$ cat src/rtl/blink_pkg.sv
// Shared definitions for the blink pattern controller: default parameters,
// FSM state encoding and the LED pattern table.
package blink_pkg;

  localparam int DEF_CNT_W      = 27;
  localparam int DEF_NUM_SPEEDS = 4;
  localparam int DEF_PAT_LEN    = 5;
  localparam int DEF_LED_W      = 3;

  typedef enum logic {
    RUN   = 1'b0,
    PAUSE = 1'b1
  } state_t;

  // Pattern table, entry 0 in the least significant slot:
  // 100, 010, 001, 111, 000, 110, 011, 101
  localparam logic [7:0][DEF_LED_W-1:0] PATTERN = {
    3'b101, 3'b011, 3'b110, 3'b000, 3'b111, 3'b001, 3'b010, 3'b100
  };

  // Table lookup used for the registered LED output.
  function automatic logic [DEF_LED_W-1:0] pattern_at(input logic [2:0] idx);
    return PATTERN[idx];
  endfunction

endpackage

$ cat src/rtl/blink_prescaler.sv
// Free-running prescaler with synchronous clear and hold. tick fires when
// the low (CNT_W - speed) bits are all ones, so each speed level halves
// the step period.
module blink_prescaler #(
  parameter int CNT_W = 27,
  parameter int SPD_W = 2
) (
  input  logic             CLK,
  input  logic             RST,
  input  logic             run,
  input  logic             clr,
  input  logic [SPD_W-1:0] speed,
  output logic [CNT_W-1:0] cnt,
  output logic             tick
);

  logic [CNT_W-1:0] low_mask;

  // Counter: clear wins over counting; holds while not running.
  always_ff @(posedge CLK) begin
    if (RST) begin
      cnt <= '0;
    end else if (clr) begin
      cnt <= '0;
    end else if (run) begin
      cnt <= cnt + CNT_W'(1);
    end
  end

  // Tick decode: bits [CNT_W-1-speed:0] all ones while running.
  always_comb begin
    low_mask = {CNT_W{1'b1}} >> speed;
    tick     = run & (&(cnt | ~low_mask));
  end

endmodule

$ cat src/rtl/blink_pattern_ctrl.sv
// LED blink pattern controller: prescaled stepping through a pattern table,
// speed up/down buttons, run/pause toggle.
// Build option: define BLINK_PATTERN_PINGPONG_EN to make the pattern index
// bounce between its ends instead of wrapping to 0.
// Button inputs are single-cycle, already-debounced pulses; there is no
// handshake, each high cycle is one press.
module blink_pattern_ctrl
  import blink_pkg::*;
#(
  parameter int CNT_W      = DEF_CNT_W,
  parameter int NUM_SPEEDS = DEF_NUM_SPEEDS,
  parameter int PAT_LEN    = DEF_PAT_LEN,
  parameter int LED_W      = DEF_LED_W,
  localparam int SPD_W     = (NUM_SPEEDS > 1) ? $clog2(NUM_SPEEDS) : 1
) (
  input  logic             CLK,
  input  logic             RST,
  input  logic             BTN_UP,
  input  logic             BTN_DN,
  input  logic             BTN_PAUSE,
  output logic [LED_W-1:0] LED_RGB,
  output logic [SPD_W-1:0] SPEED,
  output logic             PAUSED,
  output state_t           DBG_STATE,
  output logic [2:0]       DBG_IDX,
  output logic [CNT_W-1:0] DBG_CNT
);

  localparam logic [SPD_W-1:0] SPD_MAX  = SPD_W'(NUM_SPEEDS - 1);
  localparam logic [2:0]       IDX_LAST = 3'(PAT_LEN - 1);

  state_t           state_q, state_d;
  logic             run;
  logic             tick;
  logic             up_ok, dn_ok, speed_chg;
  logic [SPD_W-1:0] speed_q;
  logic [2:0]       idx_q;
  logic [LED_W-1:0] led_q;
  logic [CNT_W-1:0] cnt;

  // State register.
  always_ff @(posedge CLK) begin
    if (RST) state_q <= RUN;
    else     state_q <= state_d;
  end

  // Next state: the pause button toggles between RUN and PAUSE.
  always_comb begin
    state_d = state_q;
    if (BTN_PAUSE) state_d = (state_q == RUN) ? PAUSE : RUN;
  end

  // FSM outputs.
  always_comb begin
    run    = (state_q == RUN);
    PAUSED = (state_q == PAUSE);
  end

  // Speed press decode: simultaneous up+down cancels; saturated presses are no-ops.
  always_comb begin
    up_ok     = BTN_UP & ~BTN_DN & (speed_q != SPD_MAX);
    dn_ok     = BTN_DN & ~BTN_UP & (speed_q != '0);
    speed_chg = up_ok | dn_ok;
  end

  // Speed level register; active in both RUN and PAUSE.
  always_ff @(posedge CLK) begin
    if (RST)        speed_q <= '0;
    else if (up_ok) speed_q <= speed_q + SPD_W'(1);
    else if (dn_ok) speed_q <= speed_q - SPD_W'(1);
  end

  blink_prescaler #(
    .CNT_W (CNT_W),
    .SPD_W (SPD_W)
  ) u_prescaler (
    .CLK   (CLK),
    .RST   (RST),
    .run   (run),
    .clr   (speed_chg),
    .speed (speed_q),
    .cnt   (cnt),
    .tick  (tick)
  );

`ifdef BLINK_PATTERN_PINGPONG_EN
  logic dir_up_q;

  // Pattern index bounces between 0 and the last step; each end is shown once.
  always_ff @(posedge CLK) begin
    if (RST) begin
      idx_q    <= '0;
      dir_up_q <= 1'b1;
    end else if (tick) begin
      if (dir_up_q) begin
        if (idx_q == IDX_LAST) begin
          dir_up_q <= 1'b0;
          idx_q    <= idx_q - 3'd1;
        end else begin
          idx_q <= idx_q + 3'd1;
        end
      end else begin
        if (idx_q == 3'd0) begin
          dir_up_q <= 1'b1;
          idx_q    <= 3'd1;
        end else begin
          idx_q <= idx_q - 3'd1;
        end
      end
    end
  end
`else
  // Pattern index wraps to 0 after the last step.
  always_ff @(posedge CLK) begin
    if (RST)       idx_q <= '0;
    else if (tick) idx_q <= (idx_q == IDX_LAST) ? 3'd0 : idx_q + 3'd1;
  end
`endif

  // LED output registered from the table, one clock behind the index.
  always_ff @(posedge CLK) begin
    if (RST) led_q <= LED_W'(pattern_at(3'd0));
    else     led_q <= LED_W'(pattern_at(idx_q));
  end

  assign LED_RGB   = led_q;
  assign SPEED     = speed_q;
  assign DBG_STATE = state_q;
  assign DBG_IDX   = idx_q;
  assign DBG_CNT   = cnt;

endmodule

$ cat config.mk
export PLATFORM = sky130hd
export DESIGN_NAME = blink_pattern_ctrl
export DESIGN_NICKNAME = d
export VERILOG_FILES = /design/src/rtl/blink_pkg.sv /design/src/rtl/blink_prescaler.sv /design/src/rtl/blink_pattern_ctrl.sv
export SDC_FILE = /design/constraint.sdc
export NUM_CORES = 1
export LEC_CHECK = 0
export CORE_MARGIN = 1.5
export CORE_UTILIZATION = 51
export CTS_BUF_LIST = sky130_fd_sc_hd__clkbuf_4 sky130_fd_sc_hd__clkbuf_8
export DETAILED_ROUTE_END_ITERATION = 6
export PLACE_DENSITY = 0.82
export SYNTH_ARGS = -nofsm -noshare
export SYNTH_HDL_FRONTEND = slang
export SYNTH_HIERARCHICAL = 1
export SYNTH_SLANG_ARGS = --single-unit
$ cat constraint.sdc
create_clock -name CLK -period 7.45 [get_ports CLK]
set_input_delay 0.745 -clock CLK [delete_from_list [all_inputs] [get_ports CLK]]
set_output_delay 0.745 -clock CLK [all_outputs]
set_load 0.005 [all_outputs]
==> results.sh, run 1 <==
export IMPL_synthArstFlopShare=0
export IMPL_num_rows=20
export IMPL_slowest_stage="a2111oi_0"
export IMPL_clockBufferDepth=2
export IMPL_period_share=0.3853
export IMPL_mappedNetlistNets=211
export IMPL_postLayoutCellArea_mm2=0.002205
export IMPL_yosysTopAreaCell="dfxtp_1"
export IMPL_number_of_buffers_added_for_setup_after_cts=0
export IMPL_crit_path_cell_trace="ha_1, nand3_1, or4_1, a2111oi_0, o21ai_0, nand2_1, a21oi_1"
export IMPL_clk_pin_slew_worst_paths_ps=100
export IMPL_initial_antenna_violation_count=0
export IMPL_place_detailed_instances=277
export IMPL_setup_violations_final=0
export IMPL_synth_top_cells_by_area="dfxtp_1, a21oi_1, nand4_1"
export IMPL_routed_via_count=1603
export IMPL_unrepaired_setup_endpoints_after_global_routing="no"
export IMPL_yosys_warnings=6
export IMPL_worst_r2r_cell_count=7
export IMPL_pin_count=42
export IMPL_die_area_mm2=0.003736
export IMPL_timing_reg2reg_setup_slack_ps=4580
export IMPL_yosys_cell_types_count=34
export IMPL_clock_root_buffer="clkbuf_4"
export IMPL_worst_hold_path_endpoint="u_prescaler/cnt[26]"
export IMPL_core_area_mm2=0.003128
export IMPL_slew_headroom=0.1680
export IMPL_yosys_most_used_dff="dfxtp_1"
export IMPL_cts_resized=0
export IMPL_hp_start="u_prescaler/cnt[26]"
export IMPL_rr_endpoint="DBG_IDX[2]"
export IMPL_criticalPathCategory="register to register"
export IMPL_grt_total_usage=0.2124
export IMPL_seqCellArea_um2=720.7
export IMPL_postPlaceCellArea_mm2=0.002138
export IMPL_cts_num_sinks=36
export IMPL_finalHoldViolCount=0
export IMPL_synth_enable_flop_cells=0
export IMPL_synth_area_mm2=0.001723
export IMPL_ys_ff_latch=36
export IMPL_pin_count_of_the_biggest_net_entering_global_routing=28
export IMPL_drcViolationCount=0
export IMPL_least_margin_pin_slew_ps=1217
export IMPL_hold_path_depth=2
export IMPL_cts_hold_fix_buffers=0
export IMPL_final_antenna_net_count=0
export IMPL_floorplan_die_width_um=61.12
export IMPL_layout_drive_gt1_share=0.06224
export IMPL_syn2layout_area_growth_pct=27.96
export IMPL_post_synth_cell_area_avg_um2=8.487
export IMPL_cts_max_level=2
export IMPL_layout_cells_non_filler=285
export IMPL_netlist_top_cells_count="dfxtp_1, nor2_1, a21oi_1, o21ai_0, nand4_1"
export IMPL_global_route_peak_usage_layer="met2"
export IMPL_diodes=0
export IMPL_min_delay_path_class="register to register"
export IMPL_cts_tree="yes"
export IMPL_timing_rr_start="u_prescaler/cnt[0]"
export IMPL_multi_input_area_um2=929.6
export IMPL_synth_seq_area_share=0.4183
export IMPL_met3_usage=0.05252
export IMPL_gr_total_overflow=0
export IMPL_tns_ps=0
export IMPL_maxClockFrequency_mhz=348.4
export IMPL_cp_slowest_stage_delay_ps=950
export IMPL_route_final_wire_length_um=3657
export IMPL_status="complete, no violations"
export IMPL_io_buffers=41
export IMPL_wire_length_of_the_first_global_routing_pass_um=5954
export IMPL_num_nets_final=248
export IMPL_hold_worst_slack_ps=503.7
export IMPL_critPathArrivalTime_ps=3090
export IMPL_fin_crit_ps=2870
export IMPL_maxSlewViolCount=0
export IMPL_leakage_uw=0.0006818
export IMPL_skew_ps=4.183
export IMPL_drt_pre_antenna_iters=4
export IMPL_numCtsBuffers=5
export IMPL_power_density_cell_area_mw_per_mm2=152.6
export IMPL_via_count_of_the_first_global_routing_pass=1328
export IMPL_wire_per_inst_um=12.83
export IMPL_dp_final_hpwl_um=2545
export IMPL_critical_path_required_ps=7670
export IMPL_startpoint_type="register"
export IMPL_grtUsageMet1=0.2850
export IMPL_worst_skew_pair_late_latency_ps=340
export IMPL_synthesis_instances=203
export IMPL_global_route_usage_met2=0.3237
export IMPL_vdd_drop_max_mv=0.1407
export IMPL_yosys_cell_count_top_type="dfxtp_1"
export IMPL_n_fill_cell=255
export IMPL_drtIter0Drc=106
export IMPL_die_height_um=61.12
export IMPL_post_synth_top_area_fraction=0.4183
export IMPL_detail_route_vias_per_cell=5.625
export IMPL_floorplan_initialDensity=0.5508
export IMPL_crit_path_max_fanout=7
export IMPL_place_congestion=0.7688
export IMPL_worst_setup_path_end_kind="register"
export IMPL_maxCapViolations=0
-- worst max-delay path: cells and delay by family (launching register included) --
kind | cells | cell delay (ps)
AO/OA/AOI/OAI | 3 | 1230
AND/OR/NAND/NOR | 3 | 910
flip-flops | 1 | 420
adder cells (fa/ha/maj) | 1 | 210
-- metrics by stage --
step / power (uW) / util / setup WS (ps)
final: 336.5 / 0.7048 / 4580
after detailed placement: 224.9 / 0.6836 / 4659
after global placement: 224.6 / 0.6836 / 4773
after global routing: 352.7 / 0.7048 / 4285
after floorplan: 215.9 / - / 5006
after CTS: 339.5 / 0.7048 / 4635
-- layout make-up --
class,instances,share of cell area
Clock buffer,8,0.03008
Inverter,6,0.01022
Multi-Input combinational cell,150,0.4217
Sequential cell,36,0.3269
Tap cell,44,0.02497
Timing Repair Buffer,41,0.1862
-- sequential cells by signal, summed over array words and instances (netlist names) --
name	count
DBG_IDX	3
DBG_STATE	1
LED_RGB	3
SPEED	2
u_prescaler/cnt	27
-- cell families after synthesis --
logic type | share of synthesized area
AND/OR/NAND/NOR | 0.3036
AO/OA/AOI/OAI | 0.1256
flip-flops | 0.4183
buffers and inverters | 0.04211
XOR/XNOR | 0.07117
multiplexers | 0.01743
adder cells (fa/ha/maj) | 0.02179
-- layout by cell type, fill, tap and decap left out, drive strengths merged --
cell and n:
clkdlybuf4s50 41, dfxtp 36, nor2 19, a21oi 18
o21ai 15, nand4 14, nand2 12, nand3 10
or3 9, xnor2 8, clkbuf 8, or4 7
inv 6, xor2 6, nand2b 4, and4 4
mux2i 3, ha 3, nor4 3, and3 3
nand3b 2, o31ai 2, nor2b 2, or2 2
a221oi 1, a2111oi 1, o41ai 1, or4b 1
-- power by group --
part / internal (uW) / leakage, uW / switching, uW
clock: 53.9 / 0.0000394 / 62.1
sequential: 195 / 0.000291 / 3.53
combinational: 11.6 / 0.000352 / 10.4
-- routing by layer --
layer  part of all wire  vias to the layer above
li1                   -                      806
met3              0.052                        7
met4              0.019                        0
met1               0.49                      746
met5                  0                        -
met2               0.44                       44
-- worst max-delay path by stage --
stage	start	endpoint	slack, ps	cells past startpoint
floorplan	u_prescaler/cnt[0]	DBG_IDX[2]	5010	7
global placement	u_prescaler/cnt[0]	DBG_IDX[2]	4770	7
detailed placement	u_prescaler/cnt[0]	DBG_IDX[2]	4660	7
CTS	u_prescaler/cnt[0]	DBG_IDX[2]	4640	7
global route	u_prescaler/cnt[0]	DBG_IDX[2]	4280	7
finish	u_prescaler/cnt[0]	DBG_IDX[2]	4580	7
Power figures use the tool's default switching activity.
==> run 2: changes to the inputs <==
CORE_UTILIZATION = 46   (was 51)
PLACE_DENSITY = 0.78   (was 0.82)
clock period = 2.45 ns   (was 7.45 ns; I/O delays follow)
==> run 2 against run 1 <==
- sequential cell count stayed put
- count of clock-buffer cells in the layout down 2
- clock power increased to 3.7 times the previous value
==> results.sh, run 2 (synthesis gave the netlist of run 1 again) <==
export IMPL_status="complete, no violations"
export IMPL_worst_hold_path_endpoint="LED_RGB[0]"
export IMPL_startpoint_type="register"
export IMPL_route_final_wire_length_um=3777
export IMPL_seqCellArea_um2=720.7
export IMPL_number_of_buffers_added_for_setup_after_cts=0
export IMPL_detail_route_vias_per_cell=5.605
export IMPL_num_nets_final=250
export IMPL_syn2layout_area_growth_pct=30.94
export IMPL_crit_path_cell_trace="ha_1, nand3_2, or4_1, a2111oi_0, buf_4, o21ai_0, nand2_1, a21oi_1"
export IMPL_worst_slack_ps=226.7
export IMPL_grtUsageMet1=0.2530
export IMPL_registers_top_by_ff_count="u_prescaler/cnt"
export IMPL_die_area_mm2=0.004122
export IMPL_slew_headroom=0.6390
export IMPL_critical_path_required_ps=2620
export IMPL_power_density_cell_area_mw_per_mm2=489.7
export IMPL_initial_antenna_violation_count=0
export IMPL_place_ws_ps=171.5
export IMPL_vdd_drop_max_mv=0.3465
export IMPL_worst_skew_pair_late_latency_ps=290
export IMPL_clock_root_buffer="clkbuf_8"
export IMPL_setup_violations_final=0
export IMPL_place_detailed_instances=283
export IMPL_clk_pin_slew_worst_paths_ps=70
export IMPL_maxCapViolations=0
export IMPL_place_congestion=0.7511
export IMPL_die_height_um=64.20
export IMPL_largest_register_ffs=27
export IMPL_finalHoldViolCount=0
export IMPL_unrepaired_setup_endpoints_after_global_routing="no"
export IMPL_final_antenna_net_count=0
export IMPL_global_route_usage_met2=0.3060
export IMPL_slowest_stage="or4_1"
export IMPL_hp_start="DBG_IDX[1]"
export IMPL_fin_crit_ps=2223
export IMPL_crit_path_max_fanout=7
export IMPL_layout_drive_gt1_share=0.07407
export IMPL_cts_tree="yes"
export IMPL_wire_length_of_the_first_global_routing_pass_um=6306
export IMPL_clockBufferDepth=2
export IMPL_gr_total_overflow=0
export IMPL_floorplan_initialDensity=0.4742
export IMPL_routed_via_count=1631
export IMPL_skew_ps=8.276
export IMPL_maxSlewViolCount=0
export IMPL_drcViolationCount=0
export IMPL_core_area_mm2=0.003633
export IMPL_diodes=0
export IMPL_io_buffers=41
export IMPL_drt_pre_antenna_iters=4
export IMPL_maxClockFrequency_mhz=449.8
export IMPL_multi_input_area_um2=934.6
export IMPL_wire_per_inst_um=12.98
export IMPL_drtIter0Drc=97
export IMPL_worst_r2r_cell_count=8
export IMPL_cts_num_sinks=36
export IMPL_cts_max_level=2
export IMPL_met3_usage=0.05986
export IMPL_pin_count=42
export IMPL_worst_setup_path_end_kind="register"
export IMPL_tns_ps=0
export IMPL_hold_path_depth=2
export IMPL_least_margin_pin_slew_ps=541.5
export IMPL_timing_rr_start="u_prescaler/cnt[0]"
export IMPL_cp_slowest_stage_delay_ps=570
export IMPL_rr_endpoint="DBG_IDX[2]"
export IMPL_postPlaceCellArea_mm2=0.002158
export IMPL_layout_common_cells="clkdlybuf4s50_1, dfxtp_1, nor2_1"
export IMPL_min_delay_path_class="register to register"
export IMPL_pin_count_of_the_biggest_net_entering_global_routing=28
export IMPL_layout_commonest_cell="clkdlybuf4s50_1"
export IMPL_grt_total_usage=0.1954
export IMPL_global_route_peak_usage_layer="met2"
export IMPL_num_rows=22
export IMPL_timing_reg2reg_setup_slack_ps=230
export IMPL_dp_final_hpwl_um=2605
export IMPL_n_fill_cell=321
export IMPL_postLayoutCellArea_mm2=0.002256
export IMPL_floorplan_die_width_um=64.20
export IMPL_numCtsBuffers=5
export IMPL_layout_cells_non_filler=291
export IMPL_criticalPathCategory="register to register"
export IMPL_via_count_of_the_first_global_routing_pass=1391
export IMPL_period_share=0.9075
export IMPL_leakage_uw=0.0007043
export IMPL_critPathArrivalTime_ps=2390
==> run 2: layout make-up <==
class                           count  area share
Multi-Input combinational cell    150      0.4143
Sequential cell                    36      0.3195
Timing Repair Buffer               43      0.1886
Clock buffer                        6     0.03661
Tap cell                           48     0.02662
Inverter                            6    0.009983
Clock inverter                      2    0.004437
==> run 2: repair_timing <==
action	in CTS	in global routing
hold buffers	0	0
endpoints found under the setup margin	0	1
hold endpoints to repair	0	0
resized for setup	0	1
==> run 2: how the worst max path moves through the flow <==
stage | cells after the start | slack (ps) | startpoint | to
floorplan | 7 | 6 | u_prescaler/cnt[0] | DBG_IDX[2]
global placement | 8 | 310 | u_prescaler/cnt[0] | DBG_IDX[2]
detailed placement | 8 | 170 | u_prescaler/cnt[0] | DBG_IDX[2]
CTS | 8 | 170 | u_prescaler/cnt[0] | DBG_IDX[2]
global route | 8 | 60 | u_prescaler/cnt[0] | DBG_IDX[2]
finish | 8 | 230 | u_prescaler/cnt[0] | DBG_IDX[2]
==> run 2: metrics by stage <==
stage                     hold slack [ps]    util  power [uW]
after detailed placement            493.1  0.5940       684.6
after CTS                           497.0  0.6195        1116
after global routing                504.8  0.6209        1158
final                               488.5  0.6209        1105
after global placement              488.8  0.5940       683.8
after floorplan                     381.8       -       656.4
==> run 2: critical path: cells and delay by family, from the launching register on <==
kind                       cells  cell delay (ps)
adders and majority gates      1              230
buffers and inverters          1              210
DFF                            1              410
and+or+nand+nor                3              790
AOI/OAI and AO/OA              3              460
==> run 2: routing by layer <==
layer	wire [um]	up-vias	part of all wire
met4	51	0	0.014
met3	209	6	0.055
met5	0	-	0
li1	-	813	-
met1	1801	772	0.48
met2	1714	40	0.45
==> run 2: report_power, final <==
part	switching, uW	internal [uW]	total, uW
logic	32.6	35.4	68.0
clock network	209	224	433
registers	10.9	593	604
total	253	852	1100
==> run 3: changes to the inputs <==
SYNTH_HIERARCHICAL = unset   (was 1)
==> run 3 against run 2 <==
- sequential cell count unchanged
- sequential power about the same
- total power rose by 2.5%
- largest cell class unchanged
- critical path depth down 3
- maximum frequency grew 3.7%
- worst setup slack gained 80 ps
- synthesized cell count down 0.99%
- die area grew 1.5%
- global-route usage shrank 0.42 points
- critical path type unchanged
- clock skew decreased by 5.4 ps
- area after synthesis grew 1.6%
- largest power group unchanged
- hold slack barely moved
==> results.sh, run 3 <==
export IMPL_status="complete, no violations"
export IMPL_synth_top_cells_by_area="dfxtp_1, a21oi_1, nor2_1"
export IMPL_yosys_cell_types_count=38
export IMPL_critPathArrivalTime_ps=2370
export IMPL_startpoint_type="register"
export IMPL_timing_reg2reg_setup_slack_ps=310
export IMPL_n_fill_cell=326
export IMPL_numCtsBuffers=5
export IMPL_ys_ff_latch=36
export IMPL_yosys_cell_count_top_type="dfxtp_1"
export IMPL_setup_violations_final=0
export IMPL_clock_root_buffer="clkbuf_8"
export IMPL_yosys_most_used_dff="dfxtp_1"
export IMPL_post_synth_top_area_fraction=0.4117
export IMPL_met3_length_um=212
export IMPL_num_nets_final=249
export IMPL_postPlaceCellArea_mm2=0.002172
export IMPL_num_rows=22
export IMPL_die_height_um=64.69
export IMPL_detail_route_vias_per_cell=5.379
export IMPL_layout_cells_non_filler=290
export IMPL_topRoutingLayerUsed="met4"
export IMPL_floorplan_die_width_um=64.69
export IMPL_routed_via_count=1560
export IMPL_worst_setup_path_end_kind="register"
export IMPL_grt_total_usage=0.1912
export IMPL_wire_length_of_the_first_global_routing_pass_um=6210
export IMPL_synth_enable_flop_cells=0
export IMPL_gr_total_overflow=0
export IMPL_drcViolationCount=0
export IMPL_maxCapViolations=0
export IMPL_route_final_wire_length_um=3722
export IMPL_synthArstFlopShare=0
export IMPL_unrepaired_setup_endpoints_after_global_routing="no"
export IMPL_netlist_top_cells_count="dfxtp_1, nor2_1, nand2_1, a21oi_1, o21ai_0"
export IMPL_final_antenna_net_count=0
export IMPL_mappedNetlistNets=209
export IMPL_synth_area_mm2=0.001750
export IMPL_leakage_uw=0.0007527
export IMPL_yosysTopAreaCell="dfxtp_1"
export IMPL_drt_pre_antenna_iters=4
export IMPL_io_buffers=41
export IMPL_min_delay_path_class="register to register"
export IMPL_clockBufferDepth=2
export IMPL_skew_ps=2.833
export IMPL_synth_seq_area_share=0.4117
export IMPL_pin_count=42
export IMPL_hold_worst_slack_ps=488.2
export IMPL_place_congestion=0.8059
export IMPL_initial_antenna_violation_count=0
export IMPL_vdd_drop_max_mv=0.3323
export IMPL_power_density_cell_area_mw_per_mm2=495.5
export IMPL_largest_register_ffs=27
export IMPL_layout_commonest_cell="clkdlybuf4s50_1"
export IMPL_post_synth_cell_area_avg_um2=8.709
export IMPL_tns_ps=0
export IMPL_fin_crit_ps=2143
export IMPL_syn2layout_area_growth_pct=30.59
export IMPL_floorplan_initialDensity=0.4781
export IMPL_worst_r2r_cell_count=5
export IMPL_slew_headroom=0.6683
export IMPL_critical_path_required_ps=2680
export IMPL_cts_tree="yes"
export IMPL_criticalPathCategory="register to register"
export IMPL_finalHoldViolCount=0
export IMPL_dp_final_hpwl_um=2494
export IMPL_synthesis_instances=201
export IMPL_least_margin_pin_slew_ps=497.5
export IMPL_hold_path_depth=2
export IMPL_place_detailed_instances=282
export IMPL_postLayoutCellArea_mm2=0.002286
export IMPL_clk_pin_slew_worst_paths_ps=70
export IMPL_drtIter0Drc=83
export IMPL_cts_max_level=2
export IMPL_via_count_of_the_first_global_routing_pass=1345
export IMPL_wire_per_inst_um=12.83
export IMPL_period_share=0.8747
export IMPL_met1_length_um=1817
export IMPL_final_core_util=0.6244
export IMPL_met2_length_um=1620
export IMPL_layout_drive_gt1_share=0.07025
export IMPL_diodes=0
export IMPL_yosys_warnings=0
export IMPL_maxSlewViolCount=0
export IMPL_registers_top_by_ff_count="u_prescaler.cnt"
export IMPL_pin_count_of_the_biggest_net_entering_global_routing=26
export IMPL_layout_common_cells="clkdlybuf4s50_1, dfxtp_1, nor2_1"
export IMPL_cts_num_sinks=36
export IMPL_maxClockFrequency_mhz=466.6
export IMPL_worst_skew_pair_late_latency_ps=290
export IMPL_core_area_mm2=0.003661
export IMPL_crit_path_max_fanout=14
export IMPL_die_area_mm2=0.004184
## run 3: cell types whose count changed after synthesis, moves of 4 or more
cell and change:
nand2_1 +4, nand4_1 -7, nor3_1 +5, o21ai_0 -4, o31ai_1 +4
## run 3: final cells by class
class	instances	area (um^2)	area share
inverters	9	33.78	0.01478
clock buffers	8	97.59	0.04269
repair buffers	43	425.4	0.1861
multi-input cells	146	948.4	0.4149
flip-flops and latches	36	720.7	0.3153
well taps	48	60.06	0.02627
## run 3: path summary, 6_finish.rpt
kind / start / endpoint
setup / recovery: u_prescaler.cnt[0] / u_prescaler.cnt[22]
hold / removal: u_prescaler.cnt[23] / u_prescaler.cnt[23]
setup reg to reg: u_prescaler.cnt[0] / u_prescaler.cnt[22]
hold reg to reg: u_prescaler.cnt[23] / u_prescaler.cnt[23]
## run 3: power breakdown
group | total [uW] | internal, uW | switching, uW
Combinational | 76.4 | 39.9 | 36.5
Clock | 454 | 251 | 203
Sequential | 602 | 593 | 9.89
## run 3: per-layer routing
metal / GRT usage / vias up
li1: - / 807
met1: 0.2549 / 707
met2: 0.2852 / 40
met3: 0.05556 / 6
met4: 0.08777 / 0
met5: 0 / -
## run 3: worst max-delay path, stage by stage (launching register included)
cell and delay (ps):
dfxtp_1 410, ha_1 230, inv_1 120, or4_4 650
or4_1 530, a21oi_1 140
## run 3: cell families after synthesis
group,Yosys count,share of synthesized area
buf+inv,19,0.05575
flops,36,0.4117
simple gates,85,0.2709
xor+xnor,12,0.06004
fa+ha+maj,3,0.02145
mux,6,0.03503
compound gates,40,0.1451
## run 3: stage by stage
step           total power [uW]  setup slack (ps)
2_1_floorplan             660.7             376.6
3_3_place_gp              692.1             265.3
3_5_place_dp              691.8             159.6
4_1_cts                    1146             126.8
5_1_grt                    1179             177.7
6_report                   1133             307.0
## run 3: what timing repair did
action                                  4_1_cts  5_1_grt
setup buffers                                 0        0
endpoints found under the setup margin        0        3
resized for setup                             0        2
hold endpoints to repair                      0        0
hold buffers                                  0        0
